### src/rtl/cpu_pkg.sv
// Shared CPU definitions: opcodes, sequencer states, AR load sources and the
// instruction timing table used by the sequencer.
package cpu_pkg;

    localparam logic [2:0] D_AND = 3'd0;
    localparam logic [2:0] D_ADD = 3'd1;
    localparam logic [2:0] D_LDA = 3'd2;
    localparam logic [2:0] D_STA = 3'd3;
    localparam logic [2:0] D_BUN = 3'd4;
    localparam logic [2:0] D_BSA = 3'd5;
    localparam logic [2:0] D_ISZ = 3'd6;
    localparam logic [2:0] D_IO  = 3'd7;

    typedef enum logic [1:0] {
        ST_IDLE   = 2'd0,
        ST_RUN    = 2'd1,
        ST_HALTED = 2'd2
    } seq_state_t;

    localparam logic [1:0] AR_NONE = 2'b00;
    localparam logic [1:0] AR_PC   = 2'b01;
    localparam logic [1:0] AR_IR   = 2'b10;
    localparam logic [1:0] AR_MEM  = 2'b11;

    localparam logic [15:0] HLT_CODE_DEFAULT = 16'h7001;

    // Final timing step (the one that clears the sequence counter) per opcode.
    function automatic logic [2:0] last_t(input logic [2:0] op);
        logic [2:0] res;
        case (op)
            D_STA, D_BUN: res = 3'd4;
            D_ISZ:        res = 3'd6;
            D_IO:         res = 3'd3;
            default:      res = 3'd5;
        endcase
        return res;
    endfunction

endpackage

### src/rtl/t_decoder.sv
// 3-to-8 one-hot timing decoder with enable; all outputs low when disabled.
module t_decoder (
    input  logic       i_en,
    input  logic [2:0] i_sel,
    output logic [7:0] o_t
);

    generate
        for (genvar gi = 0; gi < 8; gi++) begin : g_dec
            assign o_t[gi] = i_en && (i_sel == 3'(gi));
        end
    endgenerate

endmodule

### src/rtl/seq_controller.sv
// Instruction sequencer: decodes the external timing count into fetch/decode/
// execute strobes, tracks the count with a shadow copy and flags mismatches.
module seq_controller
    import cpu_pkg::*;
#(
    parameter logic [15:0] HLT_CODE = HLT_CODE_DEFAULT
) (
    input  logic        clk,
    input  logic        reset,
    input  logic        start,
    input  logic [2:0]  sc_count,
    input  logic [15:0] mem_data,
    output logic        sc_inc,
    output logic        sc_clr,
    output logic [7:0]  t,
    output logic [15:0] ir,
    output logic        ind,
    output logic [1:0]  ar_ld,
    output logic        ir_ld,
    output logic        pc_inc,
    output logic        mem_rd,
    output logic        mem_wr,
    output logic        halted,
    output logic        seq_err
);

    seq_state_t  r_state;
    seq_state_t  w_state_next;
    logic [15:0] r_ir;
    logic        r_ind;
    logic [2:0]  r_shadow;
    logic        r_seq_err;

    logic        w_run;
    logic [2:0]  w_op;
    logic        w_is_hlt;
    logic        w_sc_inc;
    logic        w_sc_clr;
    logic [1:0]  w_ar_ld;
    logic        w_ir_ld;
    logic        w_ind_ld;
    logic        w_pc_inc;
    logic        w_mem_rd;
    logic        w_mem_wr;
    logic        w_err_set;

    assign w_run    = (r_state == ST_RUN);
    assign w_op     = r_ir[14:12];
    assign w_is_hlt = (r_ir == HLT_CODE);

    t_decoder u_t_decoder (
        .i_en  (w_run),
        .i_sel (sc_count),
        .o_t   (t)
    );

    always_comb begin
        w_state_next = r_state;
        w_sc_inc     = 1'b0;
        w_sc_clr     = 1'b0;
        w_ar_ld      = AR_NONE;
        w_ir_ld      = 1'b0;
        w_ind_ld     = 1'b0;
        w_pc_inc     = 1'b0;
        w_mem_rd     = 1'b0;
        w_mem_wr     = 1'b0;
        case (r_state)
            ST_IDLE, ST_HALTED: begin
                if (start) w_state_next = ST_RUN;
            end
            ST_RUN: begin
                case (sc_count)
                    3'd0: w_ar_ld = AR_PC;
                    3'd1: begin
                        w_mem_rd = 1'b1;
                        w_ir_ld  = 1'b1;
                        w_pc_inc = 1'b1;
                    end
                    3'd2: begin
                        w_ar_ld  = AR_IR;
                        w_ind_ld = 1'b1;
                    end
                    3'd3: begin
                        // The halt word ends at T3 even if its opcode field is not 7.
                        if (w_op == D_IO || w_is_hlt) begin
                            w_sc_clr = 1'b1;
                            if (w_is_hlt) w_state_next = ST_HALTED;
                        end else if (r_ind) begin
                            w_mem_rd = 1'b1;
                            w_ar_ld  = AR_MEM;
                        end
                    end
                    3'd4: begin
                        if (w_op inside {D_AND, D_ADD, D_LDA, D_ISZ}) w_mem_rd = 1'b1;
                        if (w_op inside {D_STA, D_BSA})               w_mem_wr = 1'b1;
                    end
                    3'd5: ;
                    3'd6: begin
                        if (w_op == D_ISZ) w_mem_wr = 1'b1;
                    end
                    3'd7: w_sc_clr = 1'b1;
                endcase
                if (sc_count inside {3'd4, 3'd5, 3'd6} && sc_count == last_t(w_op))
                    w_sc_clr = 1'b1;
                w_sc_inc = !w_sc_clr;
            end
            default: w_state_next = ST_IDLE;
        endcase
    end

    assign w_err_set = w_run && ((sc_count != r_shadow) || (sc_count == 3'd7));

    always_ff @(posedge clk) begin
        if (reset) begin
            r_state   <= ST_IDLE;
            r_ir      <= 16'h0000;
            r_ind     <= 1'b0;
            r_shadow  <= 3'd0;
            r_seq_err <= 1'b0;
        end else begin
            r_state <= w_state_next;
            if (w_ir_ld)  r_ir  <= mem_data;
            if (w_ind_ld) r_ind <= r_ir[15];
            if (w_sc_clr)      r_shadow <= 3'd0;
            else if (w_sc_inc) r_shadow <= r_shadow + 3'd1;
            if (w_err_set) r_seq_err <= 1'b1;
        end
    end

    assign sc_inc  = w_sc_inc;
    assign sc_clr  = w_sc_clr;
    assign ir      = r_ir;
    assign ind     = r_ind;
    assign ar_ld   = w_ar_ld;
    assign ir_ld   = w_ir_ld;
    assign pc_inc  = w_pc_inc;
    assign mem_rd  = w_mem_rd;
    assign mem_wr  = w_mem_wr;
    assign halted  = (r_state == ST_HALTED);
    assign seq_err = r_seq_err;

endmodule

### config.mk
export PLATFORM = sky130hd
export DESIGN_NAME = seq_controller
export DESIGN_NICKNAME = d
export VERILOG_FILES = /design/src/rtl/cpu_pkg.sv /design/src/rtl/t_decoder.sv /design/src/rtl/seq_controller.sv
export SDC_FILE = /design/constraint.sdc
export NUM_CORES = 1
export LEC_CHECK = 0
export ABC_CLOCK_PERIOD_IN_PS = 2600
export CORE_MARGIN = 5
export CORE_UTILIZATION = 37
export CTS_CLUSTER_DIAMETER = 100
export DETAILED_ROUTE_END_ITERATION = 16
export PLACE_DENSITY = 0.87
export SYNTH_ARGS = -nofsm -noshare
export SYNTH_HDL_FRONTEND = slang
export SYNTH_SLANG_ARGS = --single-unit
### constraint.sdc
create_clock -name clk -period 2.6 [get_ports clk]
set_input_delay 0.78 -clock clk [delete_from_list [all_inputs] [get_ports clk]]
set_output_delay 0.78 -clock clk [all_outputs]
set_load 0.01 [all_outputs]
; ---- After elaboration in Yosys (flattened, before gate mapping)
; Index checks and enable logic that the tools add are counted.
[classes]
mux = 30
reduce_logical = 23
eq_ne = 23
add_sub_neg = 1
[ops]
columns = operator, count
row1 = "3-bit equality test, second input constant", 8
row2 = "16-bit by 15-bit equality test with 1-bit output, second input constant", 1
row3 = 1-bit two-way mux, 16
row4 = 2-bit two-way mux, 7
row5 = "3-bit by 2-bit equality test with 1-bit output, second input constant", 4
row6 = 1-bit logical AND, 10
row7 = 3-bit one-hot mux with 3 select lines, 1
row8 = "2-bit inequality test, second input constant", 4
row9 = "3-bit by 1-bit equality test with 1-bit output, second input constant", 2
row10 = 3-bit zero test, 2
row11 = 2-bit one-hot mux with 3 select lines, 1
row12 = 2-bit OR reduction, 3
row13 = 1-bit one-hot mux with 2 select lines, 2
row14 = 2-bit one-hot mux with 2 select lines, 1
row15 = 4-bit AND reduction, 1
row16 = 4-bit nonzero test, 1
row17 = "3-bit by 1-bit adder with 3-bit output, second input constant", 1
row18 = 3-bit equality test, 1
row19 = 3-bit two-way mux, 1
row20 = 3-bit inequality test, 1
row21 = 1-bit one-hot mux with 3 select lines, 1
row22 = 3-bit nonzero test, 1
row23 = "2-bit by 1-bit equality test with 1-bit output, second input constant", 1
row24 = "2-bit equality test, second input constant", 1
row25 = 4 further kinds, 5
[totals]
reg_bits = 23
elab_cells = 82
output_inout_bits = 35

; ---- Longest topological paths before layout
; Gate-level depths: netlist of the first run.
[depth]
depth_word = 10
ltp_mapped = 8

; ---- By module
; Synthesis of the first run repeated with hierarchy kept, for this count alone.
[unflattened]
cells_unflattened = 163
hier_area_um2 = 1275.0
[modules_own_cells]
columns = mod, cells_each, area_each_um2, seq_area_each_um2, instances
row1 = seq_controller, 155, 1178.6, 460.4, 1
row2 = t_decoder, 8, 96.3, 0.0, 1

; ---- Worst setup path before layout of the first run
; Ideal clock, no wire load.
[synth_path]
path_kind = input -> output
startpoint = in sc_count[2]
endpoint = out pc_inc
path_buffers = 4
arrival_time_ns = 1.799
path_slack_ns = 0.021
cell_stages = 7
path_cell_list = buf_6 -> nand2b_4 -> or3_1 -> buf_6 -> clkinv_4 -> buf_6 -> buf_4
[synth_between]
elab_chain_len = 3
[synth_lines]
columns = item, line_no
row1 = start: declaration, seq_controller.sv:11  ; input logic [2:0] sc_count,
row2 = 3-bit by 1-bit equality test with 1-bit output, --
row3 = 1-bit two-way mux (2 in series), --
row4 = end: declaration, seq_controller.sv:20  ; output logic pc_inc,
; No other way between the ends.

; ---- Worst setup path after layout of the first run
[layout_path]
startpoint = in sc_count[0]
endpoint = out sc_inc
[layout_between]
elab_chain_len = 7
elab_cells_between_ends = 13
[layout_lines]
columns = item, line_no
row1 = 3-bit equality test, seq_controller.sv:103  ; if (sc_count inside {3'd4, 3'd5, 3'd6} && sc_count == last_t(w_op))
row2 = 3-bit nonzero test, seq_controller.sv:103
row3 = 1-bit logical AND, seq_controller.sv:103
row4 = 1-bit two-way mux *, seq_controller.sv:103
row5 = 1-bit two-way mux *, seq_controller.sv:67  ; case (r_state)
row6 = 1-bit zero test *, seq_controller.sv:105  ; w_sc_inc = !w_sc_clr;
row7 = 1-bit two-way mux *, seq_controller.sv:67
row8 = end: declaration, seq_controller.sv:13  ; output logic sc_inc,
; Mark *: on every way between the ends. The rest lies on a longest branch, timed or not. The select of a mux whose other input is x is not followed.

==> qor.tcl, run 1 <==
set qor(run_status) {finished, violations left}
set qor(failing_checks) {setup timing}
set qor(final_count_of_negative_setup_slack_endpoints) 2
set qor(cts_sinks) 23
set qor(clock_tree_from_tritoncts) {yes}
set qor(yosysTopAreaCell) {dfxtp_1}
set qor(worst_path_largest_cell_delay_ps) 380
set qor(synth_edf_count) 0
set qor(finClkSkew_ps) 1.70
set qor(grt_pass1_vias) 1264
set qor(route.detailed.vias_per_inst) 4.85
set qor(finalSetupTns_ps) -253
set qor(rsz0062_at_grt) {yes}
set qor(area.growth.synth_to_final_pct) 56.7
set qor(p_leak_nw) 0.749
set qor(postLayoutSetupSlackWorst_ps) -138
set qor(crit_family) {simple AND/OR/NAND/NOR gates}
set qor(netlist-cell-type-count) 38
set qor(synth_commonest_cells) {nand2_1, a21oi_1, dfxtp_1, nor2_1}
set qor(routedWlPerCell_um) 13.0
set qor(tightestPinTransition_ps) 433
set qor(critical_path_class) {primary input to output pin}
set qor(hold_viol_final) 0
set qor(cts_inserted_buffers) 3
set qor(drv_slew) 0
set qor(synth_cells) 163
set qor(htree_levels) 1
set qor(starting_drc_count_in_detailed_routing) 60
set qor(worstSetupEndpointType) {output pin}
set qor(remaining_overflow_grt) 0
set qor(pin_count_of_the_biggest_net_entering_global_routing) 24
set qor(die_wd_um) 68.3
set qor(core_um2) 3310
set qor(area_of_the_multi_input_gates_um2) 733
set qor(maxClockFrequency_ghz) 0.365
set qor(final_layout_size_suffix_gt1_share_pct) 23.3
set qor(netlist_top_cells_area) {dfxtp_1, nand2_1, a21oi_1, buf_6, nor2_1}
set qor(number_of_iterations_in_the_first_detailed_routing_pass) 4
set qor(synthMostInstantiatedCell) {nand2_1}
set qor(final-seq-area_um2) 463
set qor(initial_util_pct) 38.0
set qor(num_rows) 21
set qor(nNetsFinal) 256
set qor(postSynthRegisterBits) 23
set qor(die_height_um) 68.3
set qor(timing.final.crit_share_pct) 105
set qor(critical_path.cell_chain) {buf_6 -> or3_4 -> a311oi_4 -> o31ai_4 -> and3_1 -> buf_2}
set qor(fp.dieArea_um2) 4660
set qor(max_cap_viol_count) 0
set qor(crit_slowest_cell) {or3_4}
set qor(root_buffer) {clkbuf_4}
set qor(ant_nets) 0
set qor(dp_hpwl_um) 2660
set qor(fillers) 325
set qor(routed-via-count) 1348
set qor(synthDominantCellAreaShare_pct) 36.6
set qor(cts.hold.buffers_added) 0
set qor(gpl.final_weighted_congestion) 0.749
set qor(cts-root-to-sink-buffers) 2
set qor(worst-endpoint-arrival_ps) 1960
set qor(post_synth_instance_area_um2) 1260
set qor(route.detailed.drc) 0
set qor(synth_seq_area_share_pct) 36.6
set qor(grt_pass1_wl_um) 5640
set qor(detail_route.wirelength_um) 3600
set qor(port_buffers) 56
set qor(power.ir.vdd_worst_mv) 0.275
set qor(power.density_cell_area_nw_per_um2) 348
set qor(worst_skew_pair.late_latency_ps) 300
set qor(antenna_found_initial) 0
set qor(synthArstFlopShare_pct) 0
set qor(path_max_fanout) 3
set qor(relSlewSlack_pct) 70.8
set qor(num_antenna_cells) 0
set qor(globalRouteTotalUtil_pct) 15.9
set qor(post-route-min-period_ps) 2740
set qor(mappedNetlistNets) 186
set qor(kind_of_start_point_of_the_critical_path) {primary input}
set qor(cts.reportedPaths.clkPinSlew_ps) 120
set qor(syn_area_per_cell_um2) 7.71
set qor(class_of_the_tightest_hold_or_removal_check) {register to register}
set qor(synthFlopType) {dfxtp_1}
set qor(required_ps) 1820
set qor(final.hold.worst_slack_ps) 484
set qor(synth.yosys.warnings) 0
set qor(top_level_ports) 57
set qor(worst-path-buf-inv) 2
-- worst paths after layout --
path	cells past startpoint	slack, ps	startpoint	end
min	2	480	ir[4]$_SDFFE_PP0P_	ir[4]$_SDFFE_PP0P_
max reg2reg	7	960	ir[13]$_SDFFE_PP0P_	r_shadow[2]$_SDFFE_PP0P_
min reg2reg	2	480	ir[4]$_SDFFE_PP0P_	ir[4]$_SDFFE_PP0P_
max	6	-140	sc_count[0]	sc_inc
-- cell usage in the layout (no fill, tap or decap), types with 3 or more instances in the layout --
master           count
nand2_1             43
clkdlybuf4s50_1     37
a21oi_1             25
buf_4               23
dfxtp_1             21
nor2_1              11
buf_2                7
dlygate4sd2_1        5
nand2b_1             4
clkbuf_2             4
nand4_1              3
xnor2_1              3
clkbuf_4             3
-- layer usage --
layer	GRT usage, %	share of wire (%)	vias to the layer above
met3	5.25	8.8	2
met4	5.21	0.44	0
met5	0	0	-
met2	26.6	48	46
met1	18.9	42	606
li1	-	-	694
-- logic make-up after synthesis --
family | count (synthesis) | share of synthesized area [%]
flip-flops | 23 | 36.6
buffers and inverters | 17 | 9.15
XOR/XNOR | 3 | 2.09
multiplexers | 1 | 0.796
adder cells (fa/ha/maj) | 1 | 0.995
AND/OR/NAND/NOR | 84 | 33.2
AO/OA/AOI/OAI | 34 | 17.1
-- layout make-up --
cell class / instances / area share (%)
multi-input combinational: 123 / 37.2
timing repair buffer: 79 / 34.2
sequential: 23 / 23.5
tap: 46 / 2.92
clock buffer: 4 / 1.33
inverter: 3 / 0.825
-- stage by stage --
step / setup slack (ps) / total power, W / utilization (%) / instances / cell area (um^2)
final: -138 / 0.000685 / 59.5 / 278 / 1970
after global routing: -175 / 0.000722 / 59.5 / 278 / 1970
after CTS: -198 / 0.000681 / 58.6 / 277 / 1940
after detailed placement: -880 / 0.000525 / 58.7 / 273 / 1940
after global placement: -898 / 0.000522 / 58.7 / 273 / 1940
after floorplan: 20.9 / 0.000440 / - / 163 / 1260
-- registers in the layout (all words and copies together) (netlist names) --
register and count:
ind 1, ir 16, r_shadow 3, r_state 2, seq_err 1
-- worst register-to-register path, stage by stage (launching register included) --
cell	delay [ps]
dfxtp_1	330
or3_4	370
a311oi_4	310
o31ai_4	100
buf_4	140
buf_4	130
o211ai_1	70
a21oi_1	90
-- timing repair --
| action | in CTS | in global routing |
|---|---|---|
| pin swaps | 4 | 3 |
| resized for setup | 52 | 14 |
| setup buffers | 0 | 1 |
| endpoints found under the setup margin | 16 | 9 |
| gates cloned | 0 | 0 |
-- where the power goes --
part	total [W]	internal [W]	switching [W]
Sequential	0.000368	0.000361	0.00000737
Combinational	0.000152	0.0000838	0.0000685
Clock	0.000165	0.0000598	0.000105
Total	0.000685	0.000504	0.000181
No activity file was read; power rests on OpenSTA's default activity.
==> run 2: changes to the inputs <==
- ABC_CLOCK_PERIOD_IN_PS: 2600 -> 3200
- CAP_MARGIN: default -> 10
- CORE_MARGIN: 5 -> 3
- CORE_UTILIZATION: 37 -> 44
- PLACE_DENSITY: 0.87 -> 0.95
- clock period: 2.6 -> 3.2 ns (I/O delays scaled with it)
==> run 2 against run 1 <==
The flow now finishes without violations. Global-route usage up 3.8 points. Design area fell by 3.2%. Largest cell class unchanged. Worst hold slack lost 12 ps. Register-to-register slack better by 620 ps. Sequential cell count did not move. Routed wire length is 7.0% lower. Cell count decreased by 7.6%. Power shrank 21%.
==> qor.tcl, run 2 (synthesis gave the netlist of run 1 again) <==
set qor(num_rows) 18
set qor(cp_common_cell) {buf_2}
set qor(total_switching_power_w) 0.000140
set qor(globalRouteTotalUtil_pct) 19.6
set qor(worst_skew_pair.late_latency_ps) 300
set qor(detail_route.wirelength_um) 3350
set qor(post-route-min-period_ps) 3140
set qor(run_status) {completed}
set qor(critical_path_class) {primary input to output pin}
set qor(utilization_pct) 73.6
set qor(largest_register_ffs) 16
set qor(clock_tree_from_tritoncts) {yes}
set qor(p_comb_share_pct) 21.1
set qor(initial_util_pct) 48.6
set qor(root_buffer) {clkbuf_4}
set qor(power.ir.vdd_worst_mv) 0.345
set qor(hold_viol_final) 0
set qor(p_leak_nw) 0.797
set qor(layout_commonest_cell) {nand2_1}
set qor(dp_hpwl_um) 2550
set qor(num_antenna_cells) 0
set qor(required_ps) 2240
set qor(gpl.final_weighted_congestion) 0.787
set qor(worstSetupEndpointType) {output pin}
set qor(cts_sinks) 23
set qor(sw_frac_of_total_pct) 25.7
set qor(route.detailed.vias_per_inst) 5.30
set qor(fp.dieArea_um2) 3540
set qor(max_cap_viol_count) 0
set qor(nNetsFinal) 251
set qor(cts.hold.buffers_added) 0
set qor(regToRegSetupSlack_ps) 1580
set qor(numPlacedInstances) 252
set qor(crit_family) {simple AND/OR/NAND/NOR gates}
set qor(setup.worst_path.start) {sc_count[0]}
set qor(cts.reportedPaths.clkPinSlew_ps) 120
set qor(drv_slew) 0
set qor(layout.cells.most_common_list) {nand2_1, clkdlybuf4s50_1, a21oi_1, dfxtp_1, buf_4}
set qor(finish.cell_count_without_fillers) 257
set qor(worst-path-buf-inv) 2
set qor(path_max_fanout) 4
set qor(rsz0062_at_grt) {no}
set qor(worst-endpoint-arrival_ps) 2180
set qor(kind_of_start_point_of_the_critical_path) {primary input}
set qor(remaining_overflow_grt) 0
set qor(seq_power_share_pct) 54.9
set qor(timing.final.crit_share_pct) 98.2
set qor(htree_levels) 1
set qor(worstRegToRegCells) 5
set qor(grt_pass1_wl_um) 5420
set qor(tightestPinTransition_ps) 802
set qor(die_height_um) 59.5
set qor(power.total_w) 0.000544
set qor(top_level_ports) 57
set qor(worstReg2RegEnd) {r_state[0]$_SDFFE_PP0P_}
set qor(maxClockFrequency_ghz) 0.318
set qor(pin_count_of_the_biggest_net_entering_global_routing) 24
set qor(routed-via-count) 1361
set qor(final_layout_size_suffix_gt1_share_pct) 14.5
set qor(cts_inserted_buffers) 3
set qor(die_wd_um) 59.5
set qor(relSlewSlack_pct) 46.3
set qor(area.growth.synth_to_final_pct) 51.6
set qor(finClkSkew_ps) 5.13
set qor(fillers) 187
set qor(ant_nets) 0
set qor(routedWlPerCell_um) 13.0
set qor(antenna_found_initial) 0
set qor(cellInternalPower_w) 0.000405
set qor(class_of_the_tightest_hold_or_removal_check) {register to register}
set qor(cts-root-to-sink-buffers) 2
set qor(clkPwrFrac_pct) 23.9
set qor(core_um2) 2590
set qor(crit_slowest_cell) {or3_1}
set qor(critical_path.cell_chain) {buf_2 -> or3_1 -> a311oi_2 -> o31ai_4 -> and3_1 -> buf_2}
set qor(setup.worst_path.end) {sc_inc}
set qor(number_of_iterations_in_the_first_detailed_routing_pass) 4
set qor(starting_drc_count_in_detailed_routing) 61
set qor(port_buffers) 56
set qor(grt_pass1_vias) 1283
set qor(final_count_of_negative_setup_slack_endpoints) 0
set qor(route.detailed.drc) 0
set qor(power.density_cell_area_nw_per_um2) 286
set qor(worstReg2RegStart) {ir[2]$_SDFFE_PP0P_}
set qor(worst_path_largest_cell_delay_ps) 370
set qor(logic_depth_of_the_worst_path_buffers_included) 6
-- run 2: changes by cell type in the layout (fill, tap and decap cells not counted), moves of 3 or more --
cell,delta
dlymetal6s2s_1,+5
clkbuf_2,-4
buf_2,-3
buf_4,-5
-- run 2: cell type report --
| cell class | instances | area [um^2] | area share (%) |
|---|---|---|---|
| multi-input cells | 123 | 687 | 36.0 |
| flip-flops and latches | 23 | 460 | 24.1 |
| inverters | 3 | 16.3 | 0.853 |
| repair buffers | 74 | 679 | 35.6 |
| clock buffers | 4 | 26.3 | 1.38 |
| well taps | 30 | 37.5 | 1.97 |
-- run 2: how the worst min path moves through the flow --
stage / depth (start not counted) / end / from
after floorplan: 2 / r_shadow[0]$_SDFFE_PP0P_ / r_shadow[0]$_SDFFE_PP0P_
after global placement: 2 / seq_err$_SDFFE_PP0P_ / seq_err$_SDFFE_PP0P_
after detailed placement: 2 / ir[4]$_SDFFE_PP0P_ / ir[4]$_SDFFE_PP0P_
after CTS: 2 / ir[4]$_SDFFE_PP0P_ / ir[4]$_SDFFE_PP0P_
after global routing: 2 / ir[4]$_SDFFE_PP0P_ / ir[4]$_SDFFE_PP0P_
final: 2 / ir[4]$_SDFFE_PP0P_ / ir[4]$_SDFFE_PP0P_
-- run 2: worst min-delay path: stages (launching register included) --
cell	delay (ps)
dfxtp_1	340
nand2_1	50
a21oi_1	50
-- run 2: power by group through the flow --
stage / Sequential (W) / Clock, W / Combinational, W
after global placement: 0.000305 / 0 / 0.000115
after global routing: 0.000300 / 0.000142 / 0.000125
after detailed placement: 0.000306 / 0 / 0.000118
after CTS: 0.000299 / 0.000134 / 0.000115
after floorplan: 0.000306 / 0 / 0.0000510
final: 0.000299 / 0.000130 / 0.000115
-- run 2: through the flow --
stage,hold slack [ps],TNS (ps),setup slack (ps),cell area (um^2)
floorplan,470,0,261,1260
global placement,452,-6890,-655,1880
detailed placement,458,-7040,-687,1880
CTS,476,0,1.47,1890
global route,509,0,11.2,1910
finish,472,0,58.7,1910
-- run 2: repair_timing --
action	in CTS	in global routing
pin swaps	5	2
setup buffers	1	0
resized for setup	30	5
endpoints found under the hold margin	0	0
endpoints found under the setup margin	16	7
-- run 2: layer usage --
layer	part of all wire [%]	vias to the layer above	track usage (%)
met5	0	-	0
li1	-	684	-
met4	0.63	0	3.24
met3	8.3	2	6.10
met2	48	48	35.4
met1	43	627	22.7
==> run 3: changes to the inputs <==
- ABC_CLOCK_PERIOD_IN_PS: 3200 -> 2860
- CORE_UTILIZATION: 44 -> 37
- PLACE_DENSITY: 0.95 -> 0.87
- clock period: 3.2 -> 2.86 ns (I/O delays scaled with it)
==> run 3 against run 2 <==
Clock power up 16%. Power up 14%. The flow now finishes with violations (setup timing). Core utilization down 12 points. Routed wire length up 3.7%. Critical path depth unchanged. Worst hold slack better by 8.6 ps. First-iteration DRC count down 30%.
==> qor.tcl, run 3 (synthesis gave the netlist of run 1 again) <==
set qor(cts-root-to-sink-buffers) 2
set qor(worst-path-buf-inv) 2
set qor(hold_viol_final) 0
set qor(detail_route.wirelength_um) 3480
set qor(nNetsFinal) 251
set qor(ant_nets) 0
set qor(worst_skew_pair.late_latency_ps) 310
set qor(cts_sinks) 23
set qor(num_antenna_cells) 0
set qor(worst-endpoint-arrival_ps) 2040
set qor(setup.worst_path.start) {sc_count[0]}
set qor(failing_checks) {setup timing}
set qor(route.detailed.vias_per_inst) 4.97
set qor(port_buffers) 56
set qor(regToRegSetupSlack_ps) 1230
set qor(core_um2) 3150
set qor(starting_drc_count_in_detailed_routing) 43
set qor(dp_hpwl_um) 2580
set qor(relSlewSlack_pct) 67.6
set qor(grt_pass1_wl_um) 5690
set qor(pin_count_of_the_biggest_net_entering_global_routing) 24
set qor(top_level_ports) 57
set qor(globalRouteTotalUtil_pct) 17.5
set qor(die_wd_um) 64.3
set qor(maxClockFrequency_ghz) 0.345
set qor(worst_path_largest_cell_delay_ps) 390
set qor(cts_inserted_buffers) 3
set qor(postLayoutSetupSlackWorst_ps) -40.6
set qor(max_cap_viol_count) 0
set qor(layout.cells.most_common_list) {nand2_1, clkdlybuf4s50_1, a21oi_1, dfxtp_1, buf_4}
set qor(run_status) {finished, violations left}
set qor(crit_family) {simple AND/OR/NAND/NOR gates}
set qor(routedWlPerCell_um) 12.8
set qor(setup.worst_path.end) {sc_inc}
set qor(antenna_found_initial) 0
set qor(class_of_the_tightest_hold_or_removal_check) {register to register}
set qor(finClkSkew_ps) 1.51
set qor(largest_register_ffs) 16
set qor(final_layout_size_suffix_gt1_share_pct) 18.1
set qor(area.growth.synth_to_final_pct) 54.5
set qor(gpl.final_weighted_congestion) 0.855
set qor(final.hold.worst_slack_ps) 480
set qor(route.detailed.drc) 0
set qor(p_leak_nw) 0.736
set qor(worstSetupEndpointType) {output pin}
set qor(crit_slowest_cell) {or3_4}
set qor(power.density_cell_area_nw_per_um2) 319
set qor(critical_path.cell_chain) {buf_6 -> or3_4 -> a311oi_4 -> o31ai_4 -> and3_1 -> buf_2}
set qor(post-route-min-period_ps) 2900
set qor(path_max_fanout) 3
set qor(drv_slew) 0
set qor(root_buffer) {clkbuf_4}
set qor(number_of_iterations_in_the_first_detailed_routing_pass) 4
set qor(power.ir.vdd_worst_mv) 0.235
set qor(htree_levels) 1
set qor(worstReg2RegEnd) {ir[15]$_SDFFE_PP0P_}
set qor(rsz0062_at_grt) {yes}
set qor(timing.final.crit_share_pct) 101
set qor(required_ps) 2000
set qor(kind_of_start_point_of_the_critical_path) {primary input}
set qor(initial_util_pct) 39.9
set qor(tightestPinTransition_ps) 479
set qor(finalSetupTns_ps) -70.5
set qor(grt_pass1_vias) 1303
set qor(utilization_pct) 61.6
set qor(routed-via-count) 1348
set qor(power.total_w) 0.000620
set qor(cts.hold.buffers_added) 0
set qor(logic_depth_of_the_worst_path_buffers_included) 6
set qor(clock_tree_from_tritoncts) {yes}
set qor(worstRegToRegCells) 6
set qor(remaining_overflow_grt) 0
set qor(cts.reportedPaths.clkPinSlew_ps) 120
set qor(worstReg2RegStart) {r_state[1]$_SDFFE_PP0P_}
set qor(final_count_of_negative_setup_slack_endpoints) 2
set qor(place_worst_setup_slack_ps) -804
set qor(layout_commonest_cell) {nand2_1}
set qor(fp.dieArea_um2) 4130
set qor(num_rows) 20
set qor(die_height_um) 64.3
set qor(critical_path_class) {primary input to output pin}
[run 3: cell types whose count changed in the layout (fill, tap and decap cells not counted), sizes merged]
cell           change
dlygate4sd2        +3
dlymetal6s2s       -5
clkbuf             +3
clkdlybuf4s15      -1
[run 3: area by class of cell]
cell class | instances | area, um^2
Clock buffer | 4 | 26.3
Fill cell | 297 | 1210
Inverter | 3 | 16.3
Multi-Input combinational cell | 123 | 727
Sequential cell | 23 | 460
Tap cell | 44 | 55.1
Timing Repair Buffer | 74 | 658
[run 3: routing by layer]
metal  vias to the layer above  global-route usage, %  wire length [um]
met4                         0                   7.12                51
met3                         4                   5.45               271
met1                       616                   20.9              1560
li1                        679                      -                 -
met2                        49                   28.9              1590
met5                         -                      0                 0
[run 3: timing repair]
action | 4_1_cts | 5_1_grt
setup buffers | 1 | 0
pin swaps | 5 | 2
gates resized for setup | 37 | 12
setup endpoints to repair | 16 | 9
[run 3: how the worst min path moves through the flow]
stage                     cells after the start                  endpoint  slack [ps]                     start
after global routing                          2        ir[4]$_SDFFE_PP0P_         510        ir[4]$_SDFFE_PP0P_
after global placement                        2        ir[7]$_SDFFE_PP0P_         460        ir[7]$_SDFFE_PP0P_
after detailed placement                      2        ir[7]$_SDFFE_PP0P_         460        ir[7]$_SDFFE_PP0P_
after CTS                                     2        ir[4]$_SDFFE_PP0P_         480        ir[4]$_SDFFE_PP0P_
after floorplan                               2  r_shadow[0]$_SDFFE_PP0P_         470  r_shadow[0]$_SDFFE_PP0P_
final                                         2        ir[4]$_SDFFE_PP0P_         480        ir[4]$_SDFFE_PP0P_
[run 3: through the flow]
stage / area (um^2) / cells
floorplan: 1260 / 163
global placement: 1900 / 266
detailed placement: 1900 / 266
CTS: 1930 / 271
global route: 1940 / 271
finish: 1940 / 271
[run 3: tightest hold or removal path, stage by stage, from the launching register on]
cell and delay, ps:
dfxtp_1 340, nand2_1 50, a21oi_1 50
[run 3: report_power, final]
part	total, W	switching (W)	leakage [nW]	internal [W]
clock network	0.000151	0.0000965	0.0150	0.0000545
registers	0.000335	0.00000674	0.186	0.000328
logic	0.000134	0.0000605	0.535	0.0000737
total	0.000620	0.000164	0.736	0.000456
